### config.mk
export PLATFORM = sky130hd
export DESIGN_NAME = vga_sync_monitor_flat
export DESIGN_NICKNAME = d
export VERILOG_FILES = /design/src/rtl/vga_timing_pkg.sv /design/src/rtl/vga_sync_monitor_if.sv /design/src/rtl/vga_sync_edge.sv /design/src/rtl/vga_sync_monitor.sv /design/src/flat_wrapper.sv
export SDC_FILE = /design/constraint.sdc
export NUM_CORES = 1
export LEC_CHECK = 0
export CAP_MARGIN = 20
export CORE_AREA = 3 3 92 94
export DETAILED_ROUTE_END_ITERATION = 7
export DIE_AREA = 0 0 95 97
export HOLD_SLACK_MARGIN = 0.02
export PLACE_DENSITY_LB_ADDON = 0.3
export REMOVE_ABC_BUFFERS = 1
export SLEW_MARGIN = 20
export SYNTH_ARGS = -nofsm -noshare
export SYNTH_HDL_FRONTEND = slang
export SYNTH_SLANG_ARGS = --single-unit
### constraint.sdc
create_clock -name clk_25 -period 5.6 [get_ports clk_25]
set_input_delay 1.68 -clock clk_25 [delete_from_list [all_inputs] [get_ports clk_25]]
set_output_delay 1.68 -clock clk_25 [all_outputs]
set_load 0.005 [all_outputs]
### src/rtl/vga_timing_pkg.sv
// Shared 640x480@60 timing constants, counter sizing and monitor FSM states
// for the VGA sync generator / monitor family.
package vga_timing_pkg;

    localparam int unsigned VGA_H_TOTAL = 800;
    localparam int unsigned VGA_H_SYNC  = 96;
    localparam int unsigned VGA_V_TOTAL = 525;
    localparam int unsigned VGA_V_SYNC  = 2;

    localparam int unsigned CNT_W = 11;

    typedef logic [CNT_W-1:0] cnt_t;

    localparam cnt_t CNT_MAX = '1;

    typedef enum logic [1:0] {
        SEARCH = 2'd0,
        CHECK  = 2'd1,
        LOCKED = 2'd2
    } mon_state_e;

    // Absolute-difference tolerance test; no wrap because the larger operand is always the minuend.
    function automatic logic out_of_tol(cnt_t meas, cnt_t nom, cnt_t tol);
        cnt_t diff;
        diff = (meas > nom) ? cnt_t'(meas - nom) : cnt_t'(nom - meas);
        return diff > tol;
    endfunction

endpackage

### src/rtl/vga_sync_monitor_if.sv
// Sync inputs and measurement/status outputs of the VGA sync monitor.
// master = sync source side, slave = monitor side.
interface vga_sync_monitor_if;
    import vga_timing_pkg::*;

    logic h_sync_in;
    logic v_sync_in;
    cnt_t h_period;
    cnt_t h_width;
    cnt_t v_lines;
    cnt_t v_width;
    cnt_t x_pos;
    cnt_t y_pos;
    logic frame_strobe;
    logic locked;

    modport master (
        output h_sync_in, v_sync_in,
        input  h_period, h_width, v_lines, v_width, x_pos, y_pos, frame_strobe, locked
    );

    modport slave (
        input  h_sync_in, v_sync_in,
        output h_period, h_width, v_lines, v_width, x_pos, y_pos, frame_strobe, locked
    );

endinterface

### src/rtl/vga_sync_edge.sv
// Per-input sampler: optional 2-flop synchronizer (VGA_MON_SYNC_EN) plus the
// previous-sample register, producing level and fall/rise pulses.
module vga_sync_edge (
    input  logic clk_25,
    input  logic reset_n,
    input  logic sync_in,
    output logic level_c,
    output logic fall_c,
    output logic rise_c
);

`ifdef VGA_MON_SYNC_EN
    logic meta_q;
    logic stable_q;

    // Idle level of an active-low sync is high, so the chain resets to 1.
    always_ff @(posedge clk_25) begin
        if (!reset_n) begin
            meta_q   <= 1'b1;
            stable_q <= 1'b1;
        end else begin
            meta_q   <= sync_in;
            stable_q <= meta_q;
        end
    end

    assign level_c = stable_q;
`else
    assign level_c = sync_in;
`endif

    logic prev_q;

    always_ff @(posedge clk_25) begin
        if (!reset_n) begin
            prev_q <= 1'b1;
        end else begin
            prev_q <= level_c;
        end
    end

    assign fall_c = prev_q & ~level_c;
    assign rise_c = ~prev_q & level_c;

endmodule

### src/rtl/vga_sync_monitor.sv
// Measures incoming active-low h/v sync timing and locks after LOCK_FRAMES
// consecutive in-spec frames. Define VGA_MON_SYNC_EN for asynchronous sources.
module vga_sync_monitor
    import vga_timing_pkg::*;
#(
    parameter int unsigned H_TOTAL     = VGA_H_TOTAL,
    parameter int unsigned H_SYNC      = VGA_H_SYNC,
    parameter int unsigned V_TOTAL     = VGA_V_TOTAL,
    parameter int unsigned V_SYNC      = VGA_V_SYNC,
    parameter int unsigned H_TOL       = 2,
    parameter int unsigned LOCK_FRAMES = 4
) (
    input  logic                clk_25,
    input  logic                reset_n,
    vga_sync_monitor_if.slave   bus
);

    localparam int unsigned GOOD_W = 4;

    localparam cnt_t              H_TOTAL_C = CNT_W'(H_TOTAL);
    localparam cnt_t              H_SYNC_C  = CNT_W'(H_SYNC);
    localparam cnt_t              V_TOTAL_C = CNT_W'(V_TOTAL);
    localparam cnt_t              V_SYNC_C  = CNT_W'(V_SYNC);
    localparam cnt_t              H_TOL_C   = CNT_W'(H_TOL);
    localparam logic [GOOD_W-1:0] LOCK_C    = GOOD_W'(LOCK_FRAMES);

    logic h_fall_c, h_rise_c, h_level_c;
    logic v_fall_c, v_rise_c, v_level_c;

    vga_sync_edge u_h_edge (
        .clk_25  (clk_25),
        .reset_n (reset_n),
        .sync_in (bus.h_sync_in),
        .level_c (h_level_c),
        .fall_c  (h_fall_c),
        .rise_c  (h_rise_c)
    );

    vga_sync_edge u_v_edge (
        .clk_25  (clk_25),
        .reset_n (reset_n),
        .sync_in (bus.v_sync_in),
        .level_c (v_level_c),
        .fall_c  (v_fall_c),
        .rise_c  (v_rise_c)
    );

    logic unused_levels;
    assign unused_levels = h_level_c & v_level_c;

    cnt_t h_cnt, v_cnt;
    cnt_t h_period_q, h_width_q, v_lines_q, v_width_q;
    logic h_seen, bad;

    cnt_t h_plus_c, v_plus_c;
    logic h_sat_c, v_sat_c, lost_c;
    logic period_bad_c, width_bad_c, frame_good_c;

    // Saturating next counts; an h edge coincident with a v edge belongs to the closing measurement.
    always_comb begin
        h_plus_c     = (h_cnt == CNT_MAX) ? CNT_MAX : cnt_t'(h_cnt + cnt_t'(1));
        v_plus_c     = (h_fall_c && (v_cnt != CNT_MAX)) ? cnt_t'(v_cnt + cnt_t'(1)) : v_cnt;
        h_sat_c      = !h_fall_c && (h_cnt == cnt_t'(CNT_MAX - cnt_t'(1)));
        v_sat_c      = !v_fall_c && h_fall_c && (v_cnt == cnt_t'(CNT_MAX - cnt_t'(1)));
        lost_c       = h_sat_c | v_sat_c;
        period_bad_c = h_fall_c & h_seen & out_of_tol(h_plus_c, H_TOTAL_C, H_TOL_C);
        width_bad_c  = h_rise_c & h_seen & out_of_tol(h_plus_c, H_SYNC_C, H_TOL_C);
        frame_good_c = !(bad | period_bad_c | width_bad_c)
                       && (v_plus_c == V_TOTAL_C) && (v_width_q == V_SYNC_C);
    end

    always_ff @(posedge clk_25) begin
        if (!reset_n) begin
            h_cnt      <= '0;
            v_cnt      <= '0;
            h_period_q <= '0;
            h_width_q  <= '0;
            v_lines_q  <= '0;
            v_width_q  <= '0;
            h_seen     <= 1'b0;
            bad        <= 1'b0;
        end else begin
            h_cnt <= h_fall_c ? '0 : h_plus_c;
            v_cnt <= v_fall_c ? '0 : v_plus_c;
            if (h_fall_c && h_seen) h_period_q <= h_plus_c;
            if (h_rise_c && h_seen) h_width_q  <= h_plus_c;
            if (v_fall_c)           v_lines_q  <= v_plus_c;
            if (v_rise_c)           v_width_q  <= v_plus_c;
            if (lost_c)             h_seen <= 1'b0;
            else if (h_fall_c)      h_seen <= 1'b1;
            if (lost_c || v_fall_c)                 bad <= 1'b0;
            else if (period_bad_c || width_bad_c)   bad <= 1'b1;
        end
    end

    mon_state_e        state, state_d;
    logic [GOOD_W-1:0] good_cnt, good_cnt_d;
    logic              strobe_d;
    logic              strobe_q, locked_q;

    always_ff @(posedge clk_25) begin
        if (!reset_n) begin
            state    <= SEARCH;
            good_cnt <= '0;
            strobe_q <= 1'b0;
            locked_q <= 1'b0;
        end else begin
            state    <= state_d;
            good_cnt <= good_cnt_d;
            strobe_q <= strobe_d;
            locked_q <= (state_d == LOCKED);
        end
    end

    // Frame evaluation at each v falling edge; loss of sync overrides everything.
    always_comb begin
        state_d    = state;
        good_cnt_d = good_cnt;
        strobe_d   = 1'b0;
        if (lost_c) begin
            state_d    = SEARCH;
            good_cnt_d = '0;
        end else if (v_fall_c) begin
            unique case (state)
                SEARCH: begin
                    state_d    = CHECK;
                    good_cnt_d = '0;
                end
                CHECK: begin
                    strobe_d = 1'b1;
                    if (frame_good_c) begin
                        good_cnt_d = GOOD_W'(good_cnt + GOOD_W'(1));
                        if (good_cnt_d == LOCK_C) state_d = LOCKED;
                    end else begin
                        good_cnt_d = '0;
                    end
                end
                LOCKED: begin
                    strobe_d = 1'b1;
                    if (!frame_good_c) begin
                        state_d    = CHECK;
                        good_cnt_d = '0;
                    end
                end
                default: begin
                    state_d    = SEARCH;
                    good_cnt_d = '0;
                end
            endcase
        end
    end

    assign bus.h_period     = h_period_q;
    assign bus.h_width      = h_width_q;
    assign bus.v_lines      = v_lines_q;
    assign bus.v_width      = v_width_q;
    assign bus.x_pos        = h_cnt;
    assign bus.y_pos        = v_cnt;
    assign bus.frame_strobe = strobe_q;
    assign bus.locked       = locked_q;

endmodule

### src/flat_wrapper.sv
// flat-port wrapper written by rule: the top's interface ports become plain ports
module vga_sync_monitor_flat import vga_timing_pkg::*;
#(
    parameter int unsigned H_TOTAL     = VGA_H_TOTAL,
    parameter int unsigned H_SYNC      = VGA_H_SYNC,
    parameter int unsigned V_TOTAL     = VGA_V_TOTAL,
    parameter int unsigned V_SYNC      = VGA_V_SYNC,
    parameter int unsigned H_TOL       = 2,
    parameter int unsigned LOCK_FRAMES = 4
)
  (clk_25, reset_n, bus_h_sync_in, bus_v_sync_in, bus_h_period, bus_h_width, bus_v_lines, bus_v_width, bus_x_pos, bus_y_pos, bus_frame_strobe, bus_locked);
  vga_sync_monitor_if bus_i ();
  input  logic clk_25;
  input  logic reset_n;
  input wire logic [$bits(bus_i.h_sync_in)-1:0] bus_h_sync_in;
  input wire logic [$bits(bus_i.v_sync_in)-1:0] bus_v_sync_in;
  output wire logic [$bits(bus_i.h_period)-1:0] bus_h_period;
  output wire logic [$bits(bus_i.h_width)-1:0] bus_h_width;
  output wire logic [$bits(bus_i.v_lines)-1:0] bus_v_lines;
  output wire logic [$bits(bus_i.v_width)-1:0] bus_v_width;
  output wire logic [$bits(bus_i.x_pos)-1:0] bus_x_pos;
  output wire logic [$bits(bus_i.y_pos)-1:0] bus_y_pos;
  output wire logic [$bits(bus_i.frame_strobe)-1:0] bus_frame_strobe;
  output wire logic [$bits(bus_i.locked)-1:0] bus_locked;
  assign bus_i.h_sync_in = bus_h_sync_in;
  assign bus_i.v_sync_in = bus_v_sync_in;
  assign bus_h_period = bus_i.h_period;
  assign bus_h_width = bus_i.h_width;
  assign bus_v_lines = bus_i.v_lines;
  assign bus_v_width = bus_i.v_width;
  assign bus_x_pos = bus_i.x_pos;
  assign bus_y_pos = bus_i.y_pos;
  assign bus_frame_strobe = bus_i.frame_strobe;
  assign bus_locked = bus_i.locked;
  vga_sync_monitor #(.H_TOTAL(H_TOTAL), .H_SYNC(H_SYNC), .V_TOTAL(V_TOTAL), .V_SYNC(V_SYNC), .H_TOL(H_TOL), .LOCK_FRAMES(LOCK_FRAMES)) u_core (.clk_25(clk_25), .reset_n(reset_n), .bus(bus_i));
endmodule
* Word level (Yosys, flattened, before mapping)
Index checks and enable logic that the tools add are counted.
** Word-level totals
- Word-level logic and storage cells :: 88
- Register bits after elaboration :: 78
** Cells by class
- Add/subtract/negate cells :: 7
- Magnitude comparators :: 4
- Reductions and logical operators :: 21
- Bitwise operators :: 17
- Mux-type cells :: 14
- Equality and inequality tests :: 11
** Operator list (count)
- $mux 11 :: 4
- $eq 11x11->1 const B :: 3
- $add 11x1->11 const B :: 2
- $gt 11x2->1 const B :: 2
- $eq 11x10->1 const B :: 1
- $eq 11x2->1 const B :: 1
- $gt 11x10->1 const B :: 1
- $gt 11x7->1 const B :: 1
- $ne 11x11->1 const B :: 1
- $sub 10x11->11 const A :: 1
- $sub 11x10->11 const B :: 1
- $sub 11x7->11 const B :: 1
- $sub 7x11->11 const A :: 1
- $mux 2 :: 5
- $reduce_or 2->1 :: 5
- $and 1x1->1 :: 8
- $logic_and 1x1->1 :: 8
- $mux 4 :: 2
- $pmux 4 s2 :: 1
- $not 1->1 :: 6
- $pmux 2 s3 :: 1
- $add 4x1->4 const B :: 1
- $eq 2x2->1 const B :: 2
- $eq 4x3->1 const B :: 1
- 9 further kinds :: 14

* Depth between registers and ports, before layout
Gate-level depths: netlist (run 1).
- Word-level depth :: 16
- Gate-level depth with buffers :: 18
- Gate-level depth less buffers :: 16

* Hierarchy
Synthesis (run 1) repeated with hierarchy kept, for this count alone.
** Unflattened totals
- Cell total of the unflattened synthesis :: 533
- Area total of the unflattened synthesis :: 4374.2 um^2
** By module, submodules not included
- vga_sync_monitor :: cells an instance 523, instances 1, sequential area each 1521.5 um^2, area an instance 4281.6 um^2
- vga_sync_edge :: cells an instance 5, instances 2, sequential area each 20.0 um^2, area an instance 46.3 um^2

* Worst setup path after synthesis (run 1)
OpenSTA, ideal clock, no wires.
- Path type :: input-to-reg
- Start :: input port bus_h_sync_in
- End :: register u_core.state[0]
- Path buffers :: 0
- Data required time :: 5484 ps
- Setup slack :: 1707 ps
- Arrival :: 3776 ps
- Stages on the path :: 10
- Path through :: nand2b_1 a41oi_1 nand4_1 xor2_1 nand3b_1 nor4_1 o211ai_1 nor3_4 o21ai_2 and4_1
** On the way
- Word-level cells in the longest chain between the ends :: 13
- Elaborated cells on any way between the ends :: 25
- Those cells by class :: 1 x eq/ne; 6 x mux; 10 x bitwise; 8 x reduce/logical
** Ends and longest elaborated chain
- from (decl) :: line flat_wrapper.sv:15 : input wire logic [$bits(bus_i.h_sync_in)-1:0] bus_h_sync_in;
- $not 1->1 :: line vga_sync_edge.sv:42 : assign fall_c = prev_q & ~level_c;
- $and 1x1->1 :: line vga_sync_edge.sv:42
- $and 1x1->1 (2 in series) :: line vga_sync_monitor.sv:66 : period_bad_c = h_fall_c & h_seen & out_of_tol(h_plus_c, H_TOTAL_C, H_TOL_C);
- $or 1x1->1 (2 in series) :: line vga_sync_monitor.sv:68 : frame_good_c = !(bad | period_bad_c | width_bad_c)
- $logic_not 1->1 :: line vga_sync_monitor.sv:68
- $logic_and 1x1->1 (2 in series) :: line vga_sync_monitor.sv:69 : && (v_plus_c == V_TOTAL_C) && (v_width_q == V_SYNC_C);
- $mux 2, on equally long branches :: line vga_sync_monitor.sv:140, vga_sync_monitor.sv:131
- $pmux 2 s3 :: line vga_sync_monitor.sv:124 : unique case (state)
- $mux 2 :: line vga_sync_monitor.sv:123 : end else if (v_fall_c) begin
- $mux 2 * :: line vga_sync_monitor.sv:120 : if (lost_c) begin
- to (signal assigned) :: line vga_sync_monitor.sv:108 : state <= state_d;
- to (decl) :: line vga_sync_monitor.sv:96 : mon_state_e state, state_d;
Every way passes the cells marked *; elsewhere a longest branch is shown, timed or not.
A chain may end at the register's enable or synchronous reset.

* Final worst setup path (run 1)
- Start :: register u_core.h_cnt[1], in the netlist u_core.bus.x_pos[1]
- End :: register u_core.state[0]
** On the way
- Word-level cells in the longest chain between the ends :: 15
- Elaborated cells on any way between the ends :: 28
- Those cells by class :: 5 x add/sub; 4 x order compare; 2 x eq/ne; 8 x mux; 5 x bitwise; 4 x reduce/logical
** Ends and longest elaborated chain
- from (decl) :: line vga_sync_monitor.sv:51 : cnt_t h_cnt, v_cnt;
- from (signal assigned) :: line vga_sync_monitor.sv:83 : h_cnt <= h_fall_c ? '0 : h_plus_c;
- $add 11x1->11 / $eq 11x11->1 (equally long branches) :: line vga_sync_monitor.sv:61 : h_plus_c = (h_cnt == CNT_MAX) ? CNT_MAX : cnt_t'(h_cnt + cnt_t'(1));
- $mux 11 :: line vga_sync_monitor.sv:61
- $sub 10x11->11 (tied with other cells) :: line vga_timing_pkg.sv:25 : diff = (meas > nom) ? cnt_t'(meas - nom) : cnt_t'(nom - meas);
- $mux 11 :: line vga_timing_pkg.sv:25
- $gt 11x2->1 :: line vga_timing_pkg.sv:26 : return diff > tol;
- $and 1x1->1 :: line vga_sync_monitor.sv:66
- $or 1x1->1 (2 in series) :: line vga_sync_monitor.sv:68
- $logic_not 1->1 :: line vga_sync_monitor.sv:68
- $logic_and 1x1->1 (2 in series) :: line vga_sync_monitor.sv:69
- $mux 2, on equally long branches :: line vga_sync_monitor.sv:140, vga_sync_monitor.sv:131
- $pmux 2 s3 :: line vga_sync_monitor.sv:124
- $mux 2 :: line vga_sync_monitor.sv:123
- $mux 2 * :: line vga_sync_monitor.sv:120
Marks and branches as above.

==> results of run 1 <==
worst min-delay path, stage by stage (launching register included):
cell	delay, ns
dfxtp_1	0.33
nand2_1	0.04
o21ai_0	0.05
power breakdown:
group / total [uW] / leakage (uW) / internal, uW / switching [uW]
registers: 583 / 0.000633 / 569 / 14.5
logic: 115 / 0.00151 / 52.6 / 62.5
clock network: 462 / 0.000106 / 250 / 212
cell families after synthesis:
| logic type | count (synthesis) |
|---|---|
| multiplexers | 7 |
| AND/OR/NAND/NOR | 222 |
| AO/OA/AOI/OAI | 149 |
| flip-flops | 78 |
| buffers and inverters | 51 |
| XOR/XNOR | 14 |
| adder cells (fa/ha/maj) | 14 |
final cells by class:
class                   instances  area (um2)
multi-input cells             406        2673
clock buffers                  10       127.6
inverters                      16       60.06
clock inverters                 6       86.33
repair buffers                 75       740.7
flip-flops and latches         78        1562
fillers                       629        2351
well taps                     102       127.6
how the worst min path moves through the flow:
| stage | slack [ns] | cells after the start | startpoint | to |
|---|---|---|---|---|
| after floorplan | 0.45 | 2 | u_core.bus.v_lines[0] | u_core.bus.v_lines[0] |
| after global placement | 0.44 | 2 | u_core.bus.v_lines[10] | u_core.bus.v_lines[10] |
| after detailed placement | 0.45 | 2 | u_core.bus.v_lines[10] | u_core.bus.v_lines[10] |
| after CTS | 0.46 | 2 | u_core.bus.v_lines[10] | u_core.bus.v_lines[10] |
| after global routing | 0.51 | 2 | u_core.bus.v_lines[6] | u_core.bus.v_lines[6] |
| final | 0.46 | 2 | u_core.bus.v_lines[10] | u_core.bus.v_lines[10] |
metal layers:
| metal | share of wire | vias up | routed length, um | global-route usage |
|---|---|---|---|---|
| met3 | 0.056 | 37 | 693 | 0.05210 |
| met1 | 0.42 | 2037 | 5230 | 0.3526 |
| met2 | 0.49 | 180 | 6054 | 0.4577 |
| met4 | 0.031 | 0 | 382 | 0.1077 |
| li1 | - | 2057 | - | - |
| met5 | 0 | - | 0 | 0 |
placed cells by master (no fill, tap or decap), drive strengths merged, types with 10 or more instances in the layout:
cell type and n:
dfxtp 78, clkdlybuf4s50 71, nand2 63, nor2 50, o21ai 33, o211a 29
nand3 19, a21oi 15, inv 15, ha 14, nor3 13, and2 12
nor2b 11, clkbuf 10, nand4 10
through the flow:
| step | area, um2 | worst slack, ns |
|---|---|---|
| after CTS | 5376 | 0.9383 |
| final | 5376 | 0.9032 |
| after global placement | 5162 | 0.9289 |
| after floorplan | 4294 | 1.665 |
| after global routing | 5376 | 0.5812 |
| after detailed placement | 5162 | 0.8023 |
registers in the layout (all words and copies together), names as in the netlist:
signal	cells
u_core.good_cnt	4
u_core.state	2
u_core.bus.locked	1
u_core.h_seen	1
u_core.bad	1
u_core.bus.y_pos	11
u_core.bus.v_lines	11
u_core.bus.h_period	11
u_core.bus.h_width	11
u_core.u_v_edge.prev_q	1
u_core.bus.x_pos	11
u_core.bus.frame_strobe	1
u_core.bus.v_width	11
u_core.u_h_edge.prev_q	1
==> flow_summary.toml, run 1 <==
[clock_network]
cts_resized = 0
htreeDepth = 3
cts_buffers = 9
clock_latency_ns = 0.35
holdBufCountCts = 0
clockRootBuffer = "clkbuf_8"
postCtsSetupBuffers = 0
cts.sinks = 78
clkTransAtPathRegs_ns = 0.08
tritoncts = "done"
clockBufferDepth = 2

[sta]
tightest_slew_ns = 0.9850
min_period_ns = 4.697
hold_slack_ns = 0.4596
hold_viol = 0
finalMaxSlewViolations = 0
period_share = 0.8387
max_freq_mhz = 212.9
final.setup_skew_ns = 0.01246
tns_ns = 0
rsz0062_at_grt = "no"
setup_violations = 0
relSlewSlack = 0.3413

[setup_path]
crit_path_frequent_cell = "ha_1"
rrSetupSlack_ns = 0.90
slowest_delay_ns = 0.58
r2r-start = "u_core.bus.x_pos[1]"
critPathMaxFanout = 11
r2r_end = "u_core.state[0]"
cp-endpoint = "u_core.state[0]"
critPathKind = "reg -> reg"
critPathBufInv = 1
r2r_cells = 15
critPathArrivalTime_ns = 4.95
cp-start-kind = "register"
required_ns = 5.85
startpoint = "u_core.bus.x_pos[1]"
cp_num_cells = 15
cp_cell_sequence = "ha_1 -> nand4_2 -> nor4_4 -> nor2_1 -> ha_1 -> nor2b_1 -> a21oi_1 -> buf_4 -> or4_1 -> o21ai_0 -> a2111oi_0 -> a31oi_1 -> nor3_4 -> o21ai_2 -> and4_1"
cp_top_family = "simple AND/OR/NAND/NOR gates"
end_kind = "register"
critPathSlowestCell = "dfxtp_1"

[synth]
synthSimpleGateAreaFrac = 0.2628
ys_seq_area_frac = 0.3518
synth_edf_count = 0
synth_common_cells = "dfxtp_1 (78), nand2_1 (63), nor2_1 (50), o21ai_0 (31), o211a_1 (29)"
synth-seq-cells = 78
synth.avg_cell_area_um2 = 8.295
synth_mux_area_frac = 0.01607
synth.area.top_cells = "dfxtp_1 (35%), o211a_1 (6.5%), nand2_1 (5.3%), nor2_1 (4.2%), ha_1 (3.9%)"
synth_warnings = 0
synth_top_family_by_area = "simple AND/OR/NAND/NOR gates"
synthAdderAreaFrac = 0.03947
syn_inst = 535
synth_top_area_share = 0.3518
syn_area_um2 = 4438
ys_async_sr_fraction = 0
synth-compound-area-share = 0.2563
synth_most_common_cell = "dfxtp_1"
synth-xor-area-share = 0.02763
yosys.area.top_type = "dfxtp_1"
synth.distinct_cells = 75
synth_flop_cell = "dfxtp_1"

[route]
drtAntennaViolNets = 0
routed_wl_um = 12360
drc_errors = 0
dr_total_vias = 4311
via_per_inst = 6.221
avgRoutedWirePerCell_um = 17.84
drtIter0Drc = 258
firstDrtPassIters = 5

[power]
p_total_uw = 1160
irDropWorstVdd_mv = 0.2427
power_density_nw_per_um2 = 215.8
leakage_uw = 0.002247

[placement]
place_inst = 677
numPortBuffers = 71
gp_congestion = 0.9804
dp_hpwl_um = 9095

[layout]
diodes = 0
fin_util = 0.6958
area_growth_pct = 21.14
drive_gt1_frac = 0.05922
fin_cells = 693
final_nets = 604

[job]
drv_cap = 0

[floorplan]
initial_core_util = 0.5743
ioPinCount = 72
dieArea_um2 = 9215
die_x_um = 95
die_y_um = 97
core_area_um2 = 7727
num_rows = 32

[grt]
antenna_found_initial = 0
grt_max_degree = 27
grt_overflow = 0
track_usage = 0.2771
grt_pass1_wl_um = 20420
grt_pass1_vias = 4141

[status]
status = "finished, final reports clean"

[min_path]
hp-class = "reg -> reg"
No activity file was read; power rests on OpenSTA's default activity.
==> run 2: changes to the inputs <==
--- a/config.mk
+++ b/config.mk
@@ -6,9 +6,9 @@
 export NUM_CORES = 1
 export LEC_CHECK = 0
 export CAP_MARGIN = 20
-export CORE_AREA = 3 3 92 94
+export CORE_AREA = 3 3 100 102
 export DETAILED_ROUTE_END_ITERATION = 7
-export DIE_AREA = 0 0 95 97
+export DIE_AREA = 0 0 103 105
 export HOLD_SLACK_MARGIN = 0.02
 export PLACE_DENSITY_LB_ADDON = 0.3
 export REMOVE_ABC_BUFFERS = 1
==> constraint.sdc (replaced) <==
create_clock -name clk_25 -period 4.15 [get_ports clk_25]
set_input_delay 1.245 -clock clk_25 [delete_from_list [all_inputs] [get_ports clk_25]]
set_output_delay 1.245 -clock clk_25 [all_outputs]
set_load 0.005 [all_outputs]
==> run 2 against run 1 <==
Compared with the run above:
- core utilization decreased by 8.4 points
- setup slack got worse by 0.68 ns
- routed wire length increased by 3.1%
- clock-buffer cell count decreased by 1
- sequential cell count unchanged
- global-route usage decreased by 4.0 points
- sequential share of layout area decreased by 1.3 points
- clock power increased by 32%
- first-iteration DRC count decreased by 17%
- worst hold slack got worse by 0.0014 ns
- register-to-register slack got worse by 0.68 ns
- critical path type unchanged
- largest cell class unchanged
==> flow_summary.toml, run 2 (same netlist as run 1, synthesis figures left out) <==
[grt]
grt_overflow = 0
grt_max_degree = 22
antenna_found_initial = 0
grt_pass1_vias = 4102
track_usage = 0.2372
grt_pass1_wl_um = 20650

[setup_path]
critPathKind = "reg -> reg"
critPathArrivalTime_ns = 4.21
rrSetupSlack_ns = 0.23
cp_cell_sequence = "ha_1 -> and4_1 -> a21oi_1 -> or2_1 -> ha_1 -> or4_1 -> and2_0 -> o32a_1 -> o311ai_2 -> o211ai_1 -> nor3_4 -> buf_4 -> nand3_1 -> a31oi_1"
slowest_delay_ns = 0.54
required_ns = 4.43
crit_path_frequent_cell = "ha_1"
critPathMaxFanout = 6
cp_top_family = "simple AND/OR/NAND/NOR gates"
end_kind = "register"
critPathBufInv = 1
critPathSlowestCell = "or4_1"
cp-start-kind = "register"

[layout]
final_common_cell = "dfxtp_1"
area_growth_pct = 26.73
multi_input_area_um2 = 2684
diodes = 0
regArea_um2 = 1562
fin_cells = 732
drive_gt1_frac = 0.1095
final_nets = 634
layout_common_cells = "dfxtp_1 (78), clkdlybuf4s50_1 (71), nand2_1 (63)"
fillCellCount = 810

[placement]
place_inst = 715
pre_cts_slack_ns = -0.1176
dp_hpwl_um = 9661
gp_congestion = 0.9649
numPortBuffers = 71

[sta]
period_share = 0.9455
hold_viol = 0
finalMaxSlewViolations = 0
final.setup_skew_ns = 0.01401
fin_ws_ns = 0.2262
tightest_slew_ns = 0.9513
min_period_ns = 3.924
relSlewSlack = 0.3658
setup_violations = 0
max_freq_mhz = 254.9

[job]
drv_cap = 0

[min_path]
hp-class = "reg -> reg"

[clock_network]
clock_latency_ns = 0.36
clkTransAtPathRegs_ns = 0.09
cts.sinks = 78
clockRootBuffer = "clkbuf_8"
tritoncts = "done"
cts_buffers = 9
holdBufCountCts = 0
clockBufferDepth = 2
htreeDepth = 3

[route]
drtAntennaViolNets = 0
met1Wirelength_um = 5610
avgRoutedWirePerCell_um = 17.40
routed_wl_um = 12740
drc_errors = 0
via_per_inst = 6.044
wl_met2_um = 6149
maxUsedRoutingLayer = "met4"
dr_total_vias = 4424
drtIter0Drc = 214
firstDrtPassIters = 5
wl_met3_um = 728

[power]
power_density_nw_per_um2 = 277.6
p_total_uw = 1561
leakage_uw = 0.002387
irDropWorstVdd_mv = 0.2242

[status]
status = "finished, final reports clean"

[floorplan]
num_rows = 35
die_y_um = 105
initial_core_util = 0.4826
ioPinCount = 72
core_area_um2 = 9196
die_x_um = 103
dieArea_um2 = 10820
-- run 2: changes by cell type in the layout (fill, tap and decap cells not counted), sizes merged --
cell / change
inv: +3
clkinv: -2
buf: +30
bufinv: -1
clkbuf: -1
clkinvlp: +1
-- run 2: layout make-up --
class,count,share of cell area
Multi-Input combinational cell,406,0.4772
Sequential cell,78,0.2776
Timing Repair Buffer,105,0.1717
Tap cell,111,0.02469
Clock buffer,9,0.02202
Clock inverter,7,0.01602
Inverter,16,0.01068
-- run 2: worst paths after layout --
path / from / to / cells past startpoint
worst max register to register: u_core.bus.x_pos[0] / u_core.good_cnt[1] / 14
worst max-delay path: u_core.bus.x_pos[0] / u_core.good_cnt[1] / 14
worst min register to register: u_core.bus.v_lines[3] / u_core.bus.v_lines[3] / 2
worst min-delay path: u_core.bus.v_lines[3] / u_core.bus.v_lines[3] / 2
-- run 2: worst min-delay path: cells and delay by family (launching register included) --
family / cells / cell delay, ns
compound gates: 1 / 0.05
simple gates: 1 / 0.04
flops: 1 / 0.33
-- run 2: what timing repair did --
action | CTS | global route
setup buffers | 0 | 1
setup endpoints to repair | 0 | 6
gates resized for setup | 0 | 2
-- run 2: per-layer routing --
layer  vias up  GRT usage
met5         -          0
met4         0    0.06753
met3        21    0.05808
met2       178     0.3795
met1      2094     0.3143
li1       2131          -
-- run 2: per-stage QoR --
stage                     area (um2)    util  hold slack (ns)  TNS [ns]
final                           5624  0.6116           0.4582         0
after global routing            5624  0.6116           0.4981  -0.01018
after CTS                       5605  0.6095           0.4669         0
after detailed placement        5391  0.5863           0.4442   -0.3671
after global placement          5391  0.5863           0.4428         0
after floorplan                 4294       -           0.4487         0
-- run 2: power breakdown --
part / switching (uW) / internal [uW]
clock network: 318 / 291
logic: 90.3 / 78.5
registers: 15.8 / 768
==> run 3: changes to the inputs <==
==> constraint.sdc (replaced) <==
create_clock -name clk_25 -period 4.15 [get_ports clk_25]
set_input_delay 0.6225 -clock clk_25 [delete_from_list [all_inputs] [get_ports clk_25]]
set_output_delay 0.6225 -clock clk_25 [all_outputs]
set_load 0.005 [all_outputs]
==> run 3 against run 2 <==
Compared with the run above:
- routed wire length shrank 0.20%
- combinational power shrank 3%
- non-clock buffer count shrank 9
- die area is the same
- critical path depth shrank 1
- clock power grew 7.6%
- global-route usage shrank 0.33 points
- clock skew shrank 0.0053 ns
- register-to-register slack gained 0.08 ns
- sequential share of layout area grew 0.31 points
- critical endpoint is now u_core.bus.locked
==> flow_summary.toml, run 3 (same netlist as run 1, synthesis figures left out) <==
[floorplan]
dieArea_um2 = 10820
core_area_um2 = 9196
initial_core_util = 0.4826
die_x_um = 103
ioPinCount = 72
num_rows = 35
die_y_um = 105

[clock_network]
clock_latency_ns = 0.35
cts_buffers = 9
clockBufferDepth = 2
clockRootBuffer = "clkbuf_8"
htreeDepth = 3
cts.sinks = 78
clkTransAtPathRegs_ns = 0.09
tritoncts = "done"
holdBufCountCts = 0

[layout]
final_nets = 625
area_growth_pct = 25.54
final_cell_area_um2 = 5572
fillCellCount = 814
fin_util = 0.6059
drive_gt1_frac = 0.1013
diodes = 0
layout_common_cells = "dfxtp_1 (76), clkdlybuf4s50_1 (71), nand2_1 (63)"
fin_cells = 723
final_common_cell = "dfxtp_1"

[placement]
pre_cts_slack_ns = 0.01194
gp_congestion = 0.9692
numPortBuffers = 71
dpl_cell_area_um2 = 5324
place_inst = 706
dp_hpwl_um = 9581

[power]
clock_power_share = 0.409
leakage_uw = 0.002359
seq_power_share = 0.489
p_sw_frac = 0.2567
p_sw_uw = 411.1
power_density_nw_per_um2 = 287.5
irDropWorstVdd_mv = 0.3376
p_int_uw = 1191
comb_power_share = 0.102

[route]
drc_errors = 0
via_per_inst = 6.041
firstDrtPassIters = 5
avgRoutedWirePerCell_um = 17.59
routed_wl_um = 12710
drtIter0Drc = 289
drtAntennaViolNets = 0
dr_total_vias = 4368

[job]
drv_cap = 0

[min_path]
hp-class = "reg -> reg"

[sta]
hold_viol = 0
max_freq_mhz = 260.0
setup_violations = 0
fin_ws_ns = 0.3037
finalMaxSlewViolations = 0
final.setup_skew_ns = 0.008717
min_period_ns = 3.846
tightest_slew_ns = 0.8768
period_share = 0.9268
tns_ns = 0
rsz0062_at_grt = "no"
relSlewSlack = 0.4105

[setup_path]
cp-start-kind = "register"
critPathMaxFanout = 8
required_ns = 4.42
rrSetupSlack_ns = 0.30
critPathKind = "reg -> reg"
critPathArrivalTime_ns = 4.12
end_kind = "register"

[grt]
grt_max_degree = 30
track_usage = 0.2339
grt_overflow = 0
antenna_found_initial = 0
grt_pass1_vias = 4159
grt_pass1_wl_um = 20490

[status]
status = "finished, final reports clean"
==> run 3: cell type report <==
cell class / instances / area, um2 / area share
clock buffers: 9 / 123.9 / 0.02223
clock inverters: 7 / 105.1 / 0.01886
inverters: 16 / 60.06 / 0.01078
multi-input cells: 406 / 2681 / 0.4812
flip-flops and latches: 78 / 1564 / 0.2807
well taps: 111 / 138.9 / 0.02493
repair buffers: 96 / 898.4 / 0.1612
==> run 3: final timing paths <==
check	cells past startpoint	end	startpoint
worst min register to register	2	u_core.bus.v_lines[2]	u_core.bus.v_lines[2]
worst max register to register	13	u_core.bus.locked	u_core.bus.x_pos[1]
worst max-delay path	13	u_core.bus.locked	u_core.bus.x_pos[1]
worst min-delay path	2	u_core.bus.v_lines[2]	u_core.bus.v_lines[2]
==> run 3: worst max-delay path, stage by stage (launching register included) <==
cell and delay (ns):
dfxtp_1 0.35, ha_2 0.22, and4_2 0.32, a21oi_1 0.12, or2_4 0.31, ha_1 0.26, or4_1 0.56, and2_0 0.18
o32a_1 0.29, o311ai_2 0.25, o211ai_1 0.19, nor3_4 0.39, a22oi_1 0.17, a211oi_2 0.17
==> run 3: what timing repair did <==
action,in CTS,in global routing
gates resized for setup,0,7
setup endpoints to repair,0,7
setup buffers,0,1
==> run 3: power by group through the flow <==
stage	logic (uW)	clock network [uW]	registers (uW)
final	164	655	783
after floorplan	81.9	0	802
after CTS	163	668	783
after global placement	159	0	799
after detailed placement	162	0	800
after global routing	179	704	786
==> run 3: layer usage <==
layer,share of wire,GRT usage,up-vias
met1,0.43,0.3006,2080
met5,0,0,-
met2,0.49,0.3873,168
met3,0.070,0.05607,16
met4,0.016,0.06290,0
li1,-,-,2104
==> run 3: stage by stage <==
step / hold slack [ns] / power (uW)
after global placement: 0.4418 / 958.7
final: 0.4609 / 1602
after CTS: 0.4699 / 1614
after detailed placement: 0.4489 / 962.3
after floorplan: 0.4487 / 883.8
after global routing: 0.4987 / 1669
